==> config.mk <==
export PLATFORM = sky130hd
export DESIGN_NAME = fetch
export DESIGN_NICKNAME = d
export VERILOG_FILES = /design/src/rtl/fetch.sv
export SDC_FILE = /design/constraint.sdc
export NUM_CORES = 1
export LEC_CHECK = 0
export BUFFER_PORTS_ARGS = -buffer_cell sky130_fd_sc_hd__buf_2
export CORE_MARGIN = 10
export CORE_UTILIZATION = 27
export DETAILED_ROUTE_END_ITERATION = 10
export SLEW_MARGIN = 20
export SYNTH_ARGS = -nofsm -noshare
export SYNTH_HDL_FRONTEND = slang
export SYNTH_SLANG_ARGS = --single-unit
==> constraint.sdc <==
create_clock -name clk -period 8.9 [get_ports clk]
set_clock_uncertainty 0.15 [all_clocks]
set_input_delay 0 -clock clk [delete_from_list [all_inputs] [get_ports clk]]
set_output_delay 0 -clock clk [all_outputs]
set_load 0.03 [all_outputs]
==> src/rtl/fetch.sv <==
// fetch: RV32 instruction fetch stage with a credit-limited prefetch FIFO
module fetch #(
    parameter logic [31:0] RESET_PC   = 32'h0000_0000,
    parameter int          FIFO_DEPTH = 2
) (
    input  logic        clk,
    input  logic        rst_n,
    input  logic        pipe_flush,
    input  logic [31:0] ex_if__jump_target,
    input  logic        data_hazard,
    output logic        imem_req,
    output logic [31:0] imem_addr,
    input  logic        imem_ready,
    input  logic        imem_rvalid,
    input  logic [31:0] imem_rdata,
    output logic [31:0] if_id__ins,
    output logic [31:0] if_id__pc,
    output logic        if_id__data_hazard
);
    localparam int CW = $clog2(FIFO_DEPTH + 1);
    localparam int PW = (FIFO_DEPTH > 1) ? $clog2(FIFO_DEPTH) : 1;
    localparam logic [CW:0] DEPTH = (CW + 1)'(FIFO_DEPTH);
    localparam logic [PW-1:0] LAST = PW'(FIFO_DEPTH - 1);
    localparam logic [31:0] NOP = 32'h0000_0013;
    localparam logic [31:0] BUBBLE_PC = 32'hffff_ffff;

    logic [31:0] fetch_pc, resp_pc;
    logic [CW-1:0] outstanding, drop_cnt, fifo_count, drop_next;
    logic [CW:0] drop_sum;
    logic [PW-1:0] head, tail;
    logic [31:0] fifo_ins [FIFO_DEPTH];
    logic [31:0] fifo_pc [FIFO_DEPTH];
    logic rv, keep, accept, advance, pop, bypass, push;

    // Issue gating by credit, and classification of each response word
    always_comb begin
        imem_req  = rst_n && !pipe_flush && (({1'b0, outstanding} + {1'b0, fifo_count}) < DEPTH);
        imem_addr = fetch_pc;
        accept    = imem_req && imem_ready;
        rv        = imem_rvalid && (outstanding != '0);
        keep      = rv && (drop_cnt == '0) && !pipe_flush;
        advance   = !pipe_flush && !data_hazard;
        pop       = advance && (fifo_count != '0);
        bypass    = advance && (fifo_count == '0) && keep;
        push      = keep && !bypass;
        drop_sum  = {1'b0, drop_cnt} + {1'b0, outstanding} - (CW + 1)'(rv);
        drop_next = (drop_sum > DEPTH) ? DEPTH[CW-1:0] : drop_sum[CW-1:0];
    end

    // PCs, credit counters, FIFO pointers and the if_id__ output register
    always_ff @(posedge clk or negedge rst_n) begin
        if (!rst_n) begin
            fetch_pc           <= RESET_PC;
            resp_pc            <= RESET_PC;
            outstanding        <= '0;
            drop_cnt           <= '0;
            fifo_count         <= '0;
            head               <= '0;
            tail               <= '0;
            if_id__ins         <= NOP;
            if_id__pc          <= BUBBLE_PC;
            if_id__data_hazard <= 1'b0;
        end else begin
            outstanding <= outstanding + CW'(accept) - CW'(rv);
            if (pipe_flush) begin
                fetch_pc           <= ex_if__jump_target;
                resp_pc            <= ex_if__jump_target;
                drop_cnt           <= drop_next;
                fifo_count         <= '0;
                head               <= '0;
                tail               <= '0;
                if_id__ins         <= NOP;
                if_id__pc          <= BUBBLE_PC;
                if_id__data_hazard <= 1'b0;
            end else begin
                if (accept) fetch_pc <= fetch_pc + 32'd4;
                if (keep) resp_pc <= resp_pc + 32'd4;
                if (rv && drop_cnt != '0) drop_cnt <= drop_cnt - CW'(1);
                if (push) tail <= (tail == LAST) ? '0 : tail + PW'(1);
                if (pop) head <= (head == LAST) ? '0 : head + PW'(1);
                fifo_count <= fifo_count + CW'(push) - CW'(pop);
                if (data_hazard) begin
                    if_id__data_hazard <= 1'b1;
                end else begin
                    if_id__data_hazard <= 1'b0;
                    if_id__ins <= pop ? fifo_ins[head] : bypass ? imem_rdata : NOP;
                    if_id__pc  <= pop ? fifo_pc[head] : bypass ? resp_pc : BUBBLE_PC;
                end
            end
        end
    end

    // FIFO storage; entries are meaningless until written, so no reset
    always_ff @(posedge clk) begin
        if (push) begin
            fifo_ins[tail] <= imem_rdata;
            fifo_pc[tail]  <= resp_pc;
        end
    end
endmodule

# Yosys cells after proc, flatten, opt, wreduce, memory -nomap -nowiden
# Memory sizes are Yosys's and may differ from the RTL's.
# Index checks and enable logic that the tools add are counted.
[word_totals] n_memories=2 out_inout_bits=98 mem_bits_rw=128 regBits=137 wordCells=78 inputBits=70
[mem_list] name="fifo_ins" depth=2 width=32 read_ports=1 rd_ports_with_merged_regs=0 write_ports=1 line="31" text="logic [31:0] fifo_ins [FIFO_DEPTH];"
[mem_list] name="fifo_pc" depth=2 width=32 read_ports=1 rd_ports_with_merged_regs=0 write_ports=1 line="32" text="logic [31:0] fifo_pc [FIFO_DEPTH];"
[classes] order_cmp=2 n_reduce_logical=25 add_sub_neg=12 muxes=26 eq_ne=1
[op_table] operator="32-bit two-way mux" n=12
[op_table] operator="32-bit by 3-bit adder with 32-bit output (second input constant)" n=2
[op_table] operator="2-bit nonzero test" n=8
[op_table] operator="1-bit logical AND" n=12
[op_table] operator="1-bit two-way mux" n=10
[op_table] operator="2-bit two-way mux" n=4
[op_table] operator="2-bit by 2-bit adder with 3-bit output" n=2
[op_table] operator="2-bit by 1-bit adder with 2-bit output" n=2
[op_table] operator="2-bit logical NOT" n=2
[op_table] operator="2-bit by 1-bit subtractor with 2-bit output" n=2
[op_table] operator="3-bit by 2-bit greater-than comparator with 1-bit output (second input constant)" n=1
[op_table] operator="1-bit logical NOT" n=3
[op_table] operator="3-bit by 2-bit less-than comparator with 1-bit output (second input constant)" n=1
[op_table] operator="3-bit by 1-bit subtractor with 3-bit output" n=1
[op_table] operator="1-bit adder (second input constant)" n=2
[op_table] operator="2-bit != test (second input constant)" n=1
[op_table] operator="2-bit by 1-bit subtractor with 2-bit output (second input constant)" n=1

# Depth between registers and ports, before layout
# Gate-level depths: netlist (run 1).
[depth] ltp_word=10 mapped_depth=10 depth_no_buf=10

# Worst setup path before layout (run 1)
# Ideal clock, no wire load.
[synth_path] path_kind="register to register" from="reg drop_cnt[0]" to="mem fifo_ins[0][0], enable pin" synth_period_minus_slack_ns=4.687 n_path_buf=1 required_ns=8.263 arrival_ns=4.050 setup_slack_ns=4.213 path_stages_with_launch=7 path_cell_list="dfrtp_1 > inv_1 > ha_1 > o211a_1 > buf_2 > o311ai_0 > nor2_1"
[synth_via] elab_chain_cells=8
[synth_rtl] item="start, declared" line="28" text="logic [CW-1:0] outstanding, drop_cnt, fifo_count, drop_next;"
[synth_rtl] item="start signal, assigned" line="68" text="drop_cnt <= drop_next;"
[synth_rtl] item="start signal, assigned" line="78" text="if (rv && drop_cnt != '0) drop_cnt <= drop_cnt - CW'(1);"
[synth_rtl] item="2-bit logical NOT (*)" line="41" text="keep = rv && (drop_cnt == '0) && !pipe_flush;"
[synth_rtl] item="1-bit logical AND (*) (2 in series)" line="41"
[synth_rtl] item="1-bit logical AND" line="44" text="bypass = advance && (fifo_count == '0) && keep;"
[synth_rtl] item="1-bit logical NOT" line="45" text="push = keep && !bypass;"
[synth_rtl] item="1-bit logical AND (*)" line="45"
[synth_rtl] item="1-bit two-way mux (*)" line="95" text="if (push) begin"
[synth_rtl] item="1-bit two-way mux (not written as such) (*)" line="96" text="fifo_ins[tail] <= imem_rdata;"
[synth_rtl] item="end, declared" line="31"
# Every way passes the cells marked *; elsewhere a longest branch is shown, timed or not.

# Final worst setup path (run 1)
[layout_path] from="reg drop_cnt[0]" to="mem fifo_ins[0][18], enable pin"
# Same word-level chain as after synthesis.

==> flow_metrics.tcl, run 1 <==
set metrics [dict create \
    drt-total-wl_microns 32530 \
    drcViolationCount 0 \
    route.vias.total 8666 \
    period_needed_ns 3.294 \
    dieArea_sq_um 52000 \
    htree_levels 1 \
    r2r_slack_ns 5.61 \
    start_kind "register" \
    grt_pass1_wl_microns 51050 \
    hold_start "imem_rdata[25]" \
    max-vdd-ir-drop_mv 0.1314 \
    grt_max_degree 88 \
    required_ns 8.93 \
    ys_seq_area_frac 0.6260 \
    coreArea_sq_um 42980 \
    vias_per_cell 4.888 \
    finalPower_mw 3.214 \
    post_synth_inst_count 944 \
    p_per_area_nw_per_um2 217.2 \
    cts.sinks 265 \
    initial_core_util 0.2719 \
    numCtsBuffers 29 \
    die_x_microns 228.0 \
    tightestPinTransition_ns 1.040 \
    leakage_nw 5.552 \
    worstSkewPairLatency_ns 0.56 \
    fillers 4285 \
    hp-class "primary input to register" \
    grt_pass1_vias 8630 \
    synthArstFlopShare 0.5170 \
    end_kind "register" \
    yosys_warnings 0 \
    io_pins 168 \
    final_cell_mix "166 x buf_2, 128 x edfxtp_1, 101 x dfrtp_1" \
    drt_iter0_markers 691 \
    clk_pin_slew_worst_paths_ns 0.06 \
    crit_start "drop_cnt[0]$_DFFE_PN0P_" \
    synth_edf_count 128 \
    cts_tree "built" \
    outcome "complete, no violations" \
    grt_setup_unrepaired "no" \
    tns_ns 0 \
    grt_use_total 0.1207 \
    synth_flop_cell "edfxtp_1" \
    drv_cap 0 \
    synth_simple_gate_area_frac 0.1223 \
    wl_per_cell_microns 18.35 \
    fmax_mhz 303.6 \
    grt_overflow 0 \
    crit_chain "inv_1 > ha_1 > o211a_1 > o311ai_0 > buf_4 > nor2_4 > buf_4" \
    slew_viol_final 0 \
    synthMuxAreaShare 0.06809 \
    cp_max_fo 41 \
    synth_fa_ha_area_frac 0.01306 \
    cts_root_buf "clkbuf_16" \
    slew_headroom 0.3068 \
    ys_ff_latch 265 \
    yosysUniqueCellTypes 52 \
    syn_avg_cell_area_sq_um 12.38 \
    place_congestion 0.7908 \
    post_dp_cell_area_sq_um 13130 \
    die_h_microns 228.0 \
    synth_xor_area_frac 0.01649 \
    synth_area_sq_um 11690 \
    r2r-start "drop_cnt[0]$_DFFE_PN0P_" \
    slowest_delay_ns 0.62 \
    setup_violations 0 \
    critPathKind "register to register" \
    clockBufferDepth 3 \
    critPathMostFrequentCell "buf_4" \
    hold_viol 0 \
    nNetsFinal 1245 \
    cp_slowest_cell "buf_4" \
    area_growth_pct 26.58 \
    antenna_found_initial 1 \
    numPortBuffers 167 \
    synth_top_family_by_area "compound AO/OA/AOI/OAI gates" \
    syn_nets 1025 \
    hpwl_microns 21950 \
    rows 76 \
    ant_nets 0 \
    post-route-period-util 0.3701 \
    whs_ns 0.04609 \
    synth_compound_area_frac 0.1268 \
    final_common_cell "buf_2" \
    drt-pass1-iter-count 5 \
    worstPathArrival_ns 3.33 \
    fin_area_sq_um 14790 \
    drive_above_1_share 0.2637 \
]
-- synthesized netlist by cell type, types with 14 or more instances --
master / count / area (sq um)
edfxtp_1: 128 / 3844
o211ai_1: 34 / 255.2
nand4_1: 21 / 131.4
nor4_1: 15 / 93.84
dfstp_2: 35 / 919.6
nand2_1: 79 / 296.5
o31ai_1: 21 / 157.7
a31oi_1: 28 / 175.2
nor2_1: 68 / 255.2
xnor2_1: 16 / 140.1
clkbuf_1: 45 / 168.9
mux2_2: 44 / 495.5
a21oi_1: 14 / 70.07
o22ai_1: 35 / 219.0
dfrtp_1: 102 / 2552
or4_1: 22 / 165.2
o21ai_0: 15 / 75.07
nand3_1: 21 / 105.1
mux2i_1: 30 / 300.3
a221o_1: 30 / 300.3
or3_1: 14 / 87.58
inv_1: 19 / 71.32
-- through the flow --
| stage | util | setup WS (ns) | instances |
|---|---|---|---|
| after floorplan | - | 4.213 | 944 |
| after global placement | 0.3054 | 5.681 | 1645 |
| after detailed placement | 0.3054 | 5.569 | 1645 |
| after CTS | 0.3441 | 5.516 | 1772 |
| after global routing | 0.3442 | 5.250 | 1773 |
| final | 0.3442 | 5.606 | 1773 |
-- per-layer routing --
metal / part of all wire / track usage / vias up
met4: 0.032 / 0.04853 / 0
met1: 0.46 / 0.1664 / 4293
met2: 0.45 / 0.1817 / 224
met3: 0.053 / 0.02482 / 65
li1: - / - / 4084
met5: 0 / 0 / -
-- registers in the layout, indices dropped and copies added, names as in the netlist, 32 cells and up --
register,count
imem_addr,32
if_id__ins,32
resp_pc,32
fifo_pc,64
if_id__pc,32
fifo_ins,64
-- critical path, delay by kind of cell (launching register included) --
| family | cells | cell delay (ns) |
|---|---|---|
| buffers and inverters | 3 | 0.96 |
| AO/OA/AOI/OAI | 2 | 0.54 |
| AND/OR/NAND/NOR | 1 | 0.54 |
| adder cells (fa/ha/maj) | 1 | 0.30 |
| flip-flops | 1 | 0.40 |
-- report_power, final --
group / switching [mW] / leakage [nW] / internal (mW)
sequential: 0.104 / 2.78 / 1.39
combinational: 0.345 / 2.32 / 0.213
clock: 0.481 / 0.454 / 0.683
total: 0.930 / 5.55 / 2.28
-- path summary, 6_finish.rpt --
kind / end / cells after the start
max in group asynchronous: head$_DFFE_PN0P_ / 4
setup reg to reg: fifo_ins[0][18]$_DFFE_PP_ / 7
hold / removal: fifo_ins[0][25]$_DFFE_PP_ / 2
hold reg to reg: if_id__ins[5]$_DFFE_PN0N_ / 1
setup / recovery: fifo_ins[0][18]$_DFFE_PP_ / 7
min in group asynchronous: imem_addr[23]$_DFFE_PN0P_ / 4
-- kinds of logic (layout without fill, tap and decap cells) --
logic type / count (synthesis) / after routing
adders and majority gates: 11 / 11
xor gates and xnor gates: 22 / 22
DFF: 265 / 265
buffers and inverters: 81 / 324
AOI/OAI and AO/OA: 206 / 206
other: 0 / 1
and+or+nand+nor: 285 / 285
muxes: 74 / 74
-- area by class of cell --
class | count | area [sq um] | share of cell area
sequential | 265 | 7320 | 0.4948
multi-input combinational | 598 | 4078 | 0.2756
timing repair buffer | 251 | 1665 | 0.1126
clock buffer | 40 | 797.0 | 0.05388
tap | 585 | 732.0 | 0.04948
clock inverter | 14 | 126.4 | 0.008543
inverter | 19 | 72.57 | 0.004906
antenna | 1 | 2.502 | 0.0001692
-- timing repair --
action	4_1_cts	5_1_grt
hold buffers	73	0
hold endpoints to repair	300	0
setup buffers	0	0
gates resized for setup	0	0
(Power assumes the default switching activity.)
==> run 2: changes to the inputs <==
==> constraint.sdc (replaced) <==
create_clock -name clk -period 3.15 [get_ports clk]
set_clock_uncertainty 0.15 [all_clocks]
set_input_delay 0 -clock clk [delete_from_list [all_inputs] [get_ports clk]]
set_output_delay 0 -clock clk [all_outputs]
set_load 0.03 [all_outputs]
==> run 2 against run 1 <==
The flow now finishes with violations (negative hold slack). Clock power rose to 2.9 times the previous value. Global-route usage is 0.35 points higher. Combinational power grew to 2.9 times the previous value. Clock-buffer cell count shrank 2. Final cell count rose by 0.39%.
==> flow_metrics.tcl, run 2 (same netlist as run 1, synthesis figures left out) <==
set metrics [dict create \
    slowest_delay_ns 0.83 \
    die_h_microns 228.0 \
    die_x_microns 228.0 \
    worstSkewPairLatency_ns 0.56 \
    grt_use_total 0.1242 \
    crit_buf_inv 2 \
    drt_iter0_markers 540 \
    p_comb_frac 0.178 \
    grt_setup_unrepaired "no" \
    fillers 4279 \
    ant_nets 0 \
    fmax_mhz 338.9 \
    drt-pass1-iter-count 5 \
    grt_overflow 0 \
    finalPower_mw 9.153 \
    period_needed_ns 2.951 \
    antenna_found_initial 0 \
    final_common_cell "buf_2" \
    vias_per_cell 4.904 \
    dieArea_sq_um 52000 \
    hold_viol 4 \
    cp_max_fo 20 \
    cpLargestDelayFamily "simple AND/OR/NAND/NOR gates" \
    htree_levels 1 \
    start_kind "register" \
    post-route-period-util 0.9367 \
    area_growth_pct 27.61 \
    drive_above_1_share 0.2661 \
    holdBufCountCts 70 \
    setup_violations 0 \
    p_sw_mw 2.668 \
    post_dp_cell_area_sq_um 13250 \
    p_per_area_nw_per_um2 613.7 \
    intPower_mw 6.485 \
    max-vdd-ir-drop_mv 0.3450 \
    cts.sinks 265 \
    coreArea_sq_um 42980 \
    fin_area_sq_um 14910 \
    slew_viol_final 0 \
    worstPathArrival_ns 3.26 \
    multiInputGateArea_sq_um 4076 \
    grt_pass1_wl_microns 52330 \
    grt_max_degree 139 \
    slew_headroom 0.4345 \
    drt-total-wl_microns 33500 \
    postCtsSetupRepairBufs 0 \
    post_cts_resized 0 \
    place_congestion 0.7956 \
    r2r-start "drop_cnt[0]$_DFFE_PN0P_" \
    cp_slowest_cell "or4_1" \
    crit_start "drop_cnt[0]$_DFFE_PN0P_" \
    hpwl_microns 22090 \
    tns_ns 0 \
    initial_core_util 0.2719 \
    p_clk_frac 0.363 \
    wl_per_cell_microns 18.82 \
    whs_ns -0.01903 \
    numCtsBuffers 30 \
    violations "negative hold slack" \
    outcome "finished with violations" \
    hp-class "primary input to asynchronous set/reset pin" \
    drcViolationCount 0 \
    numPortBuffers 167 \
    tightestPinTransition_ns 0.8482 \
    ff_latch_area_sq_um 7320 \
    p_seq_frac 0.458 \
    crit_chain "inv_1 > ha_1 > o211ai_4 > or4_1 > buf_4 > or2_1 > a211oi_1" \
    clockBufferDepth 3 \
    required_ns 3.46 \
    clk_pin_slew_worst_paths_ns 0.06 \
    cts_tree "built" \
    io_pins 168 \
    drv_cap 0 \
    nNetsFinal 1252 \
    num_antenna_cells 0 \
    reg_top3 "fifo_ins (64), fifo_pc (64)" \
    route.vias.total 8729 \
    end_kind "register" \
    swShare 0.2915 \
    grt_pass1_vias 8954 \
    final_cell_mix "166 x buf_2, 128 x edfxtp_1, 101 x dfrtp_1" \
    critPathKind "register to register" \
    cts_root_buf "clkbuf_16" \
    rows 76 \
    leakage_nw 5.600 \
]
[run 2: cell types whose count changed in the layout (fill, tap and decap cells not counted), sizes merged]
cell	before	now
clkbuf	40	38
clkinvlp	1	2
clkinv	10	15
inv	20	18
buf	179	187
dlygate4sd3	72	70
diode	1	0
[run 2: power groups by stage]
stage	Clock (mW)	Sequential (mW)	Combinational [mW]
2_1_floorplan	0	4.40	0.831
6_report	3.32	4.20	1.63
3_5_place_dp	0	4.28	1.55
5_1_grt	3.56	4.23	1.79
4_1_cts	3.43	4.22	1.63
3_3_place_gp	0	4.27	1.51
[run 2: worst paths after layout]
path	endpoint	slack, ns	cells past startpoint
setup / recovery	resp_pc[26]$_DFFE_PN0N_	0.20	7
hold / removal	imem_addr[28]$_DFFE_PN0P_	-0.02	3
setup reg to reg	resp_pc[26]$_DFFE_PN0N_	0.20	7
hold reg to reg	if_id__ins[4]$_DFFE_PN1N_	0.35	2
max in group asynchronous	head$_DFFE_PN0P_	2.16	3
min in group clk	fifo_ins[0][15]$_DFFE_PP_	0.04	2
[run 2: worst reg2reg max path: cells and delay by family (launching register included)]
| kind | cells | cell delay, ns |
|---|---|---|
| adders and majority gates | 1 | 0.32 |
| and+or+nand+nor | 2 | 1.15 |
| DFF | 1 | 0.40 |
| buffers and inverters | 2 | 0.42 |
| AOI/OAI and AO/OA | 2 | 0.41 |
[run 2: metrics by stage]
step / util / std cells / hold WS (ns) / setup slack, ns
2_1_floorplan: - / 944 / -0.4456 / -0.5147
3_3_place_gp: 0.3082 / 1653 / 0.05772 / 0.3825
3_5_place_dp: 0.3082 / 1653 / 0.06496 / 0.2241
4_1_cts: 0.3463 / 1779 / 0.001199 / 0.2221
5_1_grt: 0.3470 / 1780 / 0.02543 / 0.02237
6_report: 0.3470 / 1780 / -0.01903 / 0.1994
[run 2: layer usage]
layer  vias up  global-route usage  share of wire
met5         -                   0              0
met4         0             0.04187          0.029
met3        50             0.02631          0.053
met2       216              0.1958           0.46
met1      4369              0.1663           0.46
li1       4094                   -              -
[run 2: area by class of cell]
cell class / count / area share
clock inverters: 18 / 0.009061
inverters: 19 / 0.004866
clock buffers: 38 / 0.05378
repair buffers: 257 / 0.1191
flip-flops and latches: 265 / 0.4908
multi-input cells: 598 / 0.2733
well taps: 585 / 0.04908
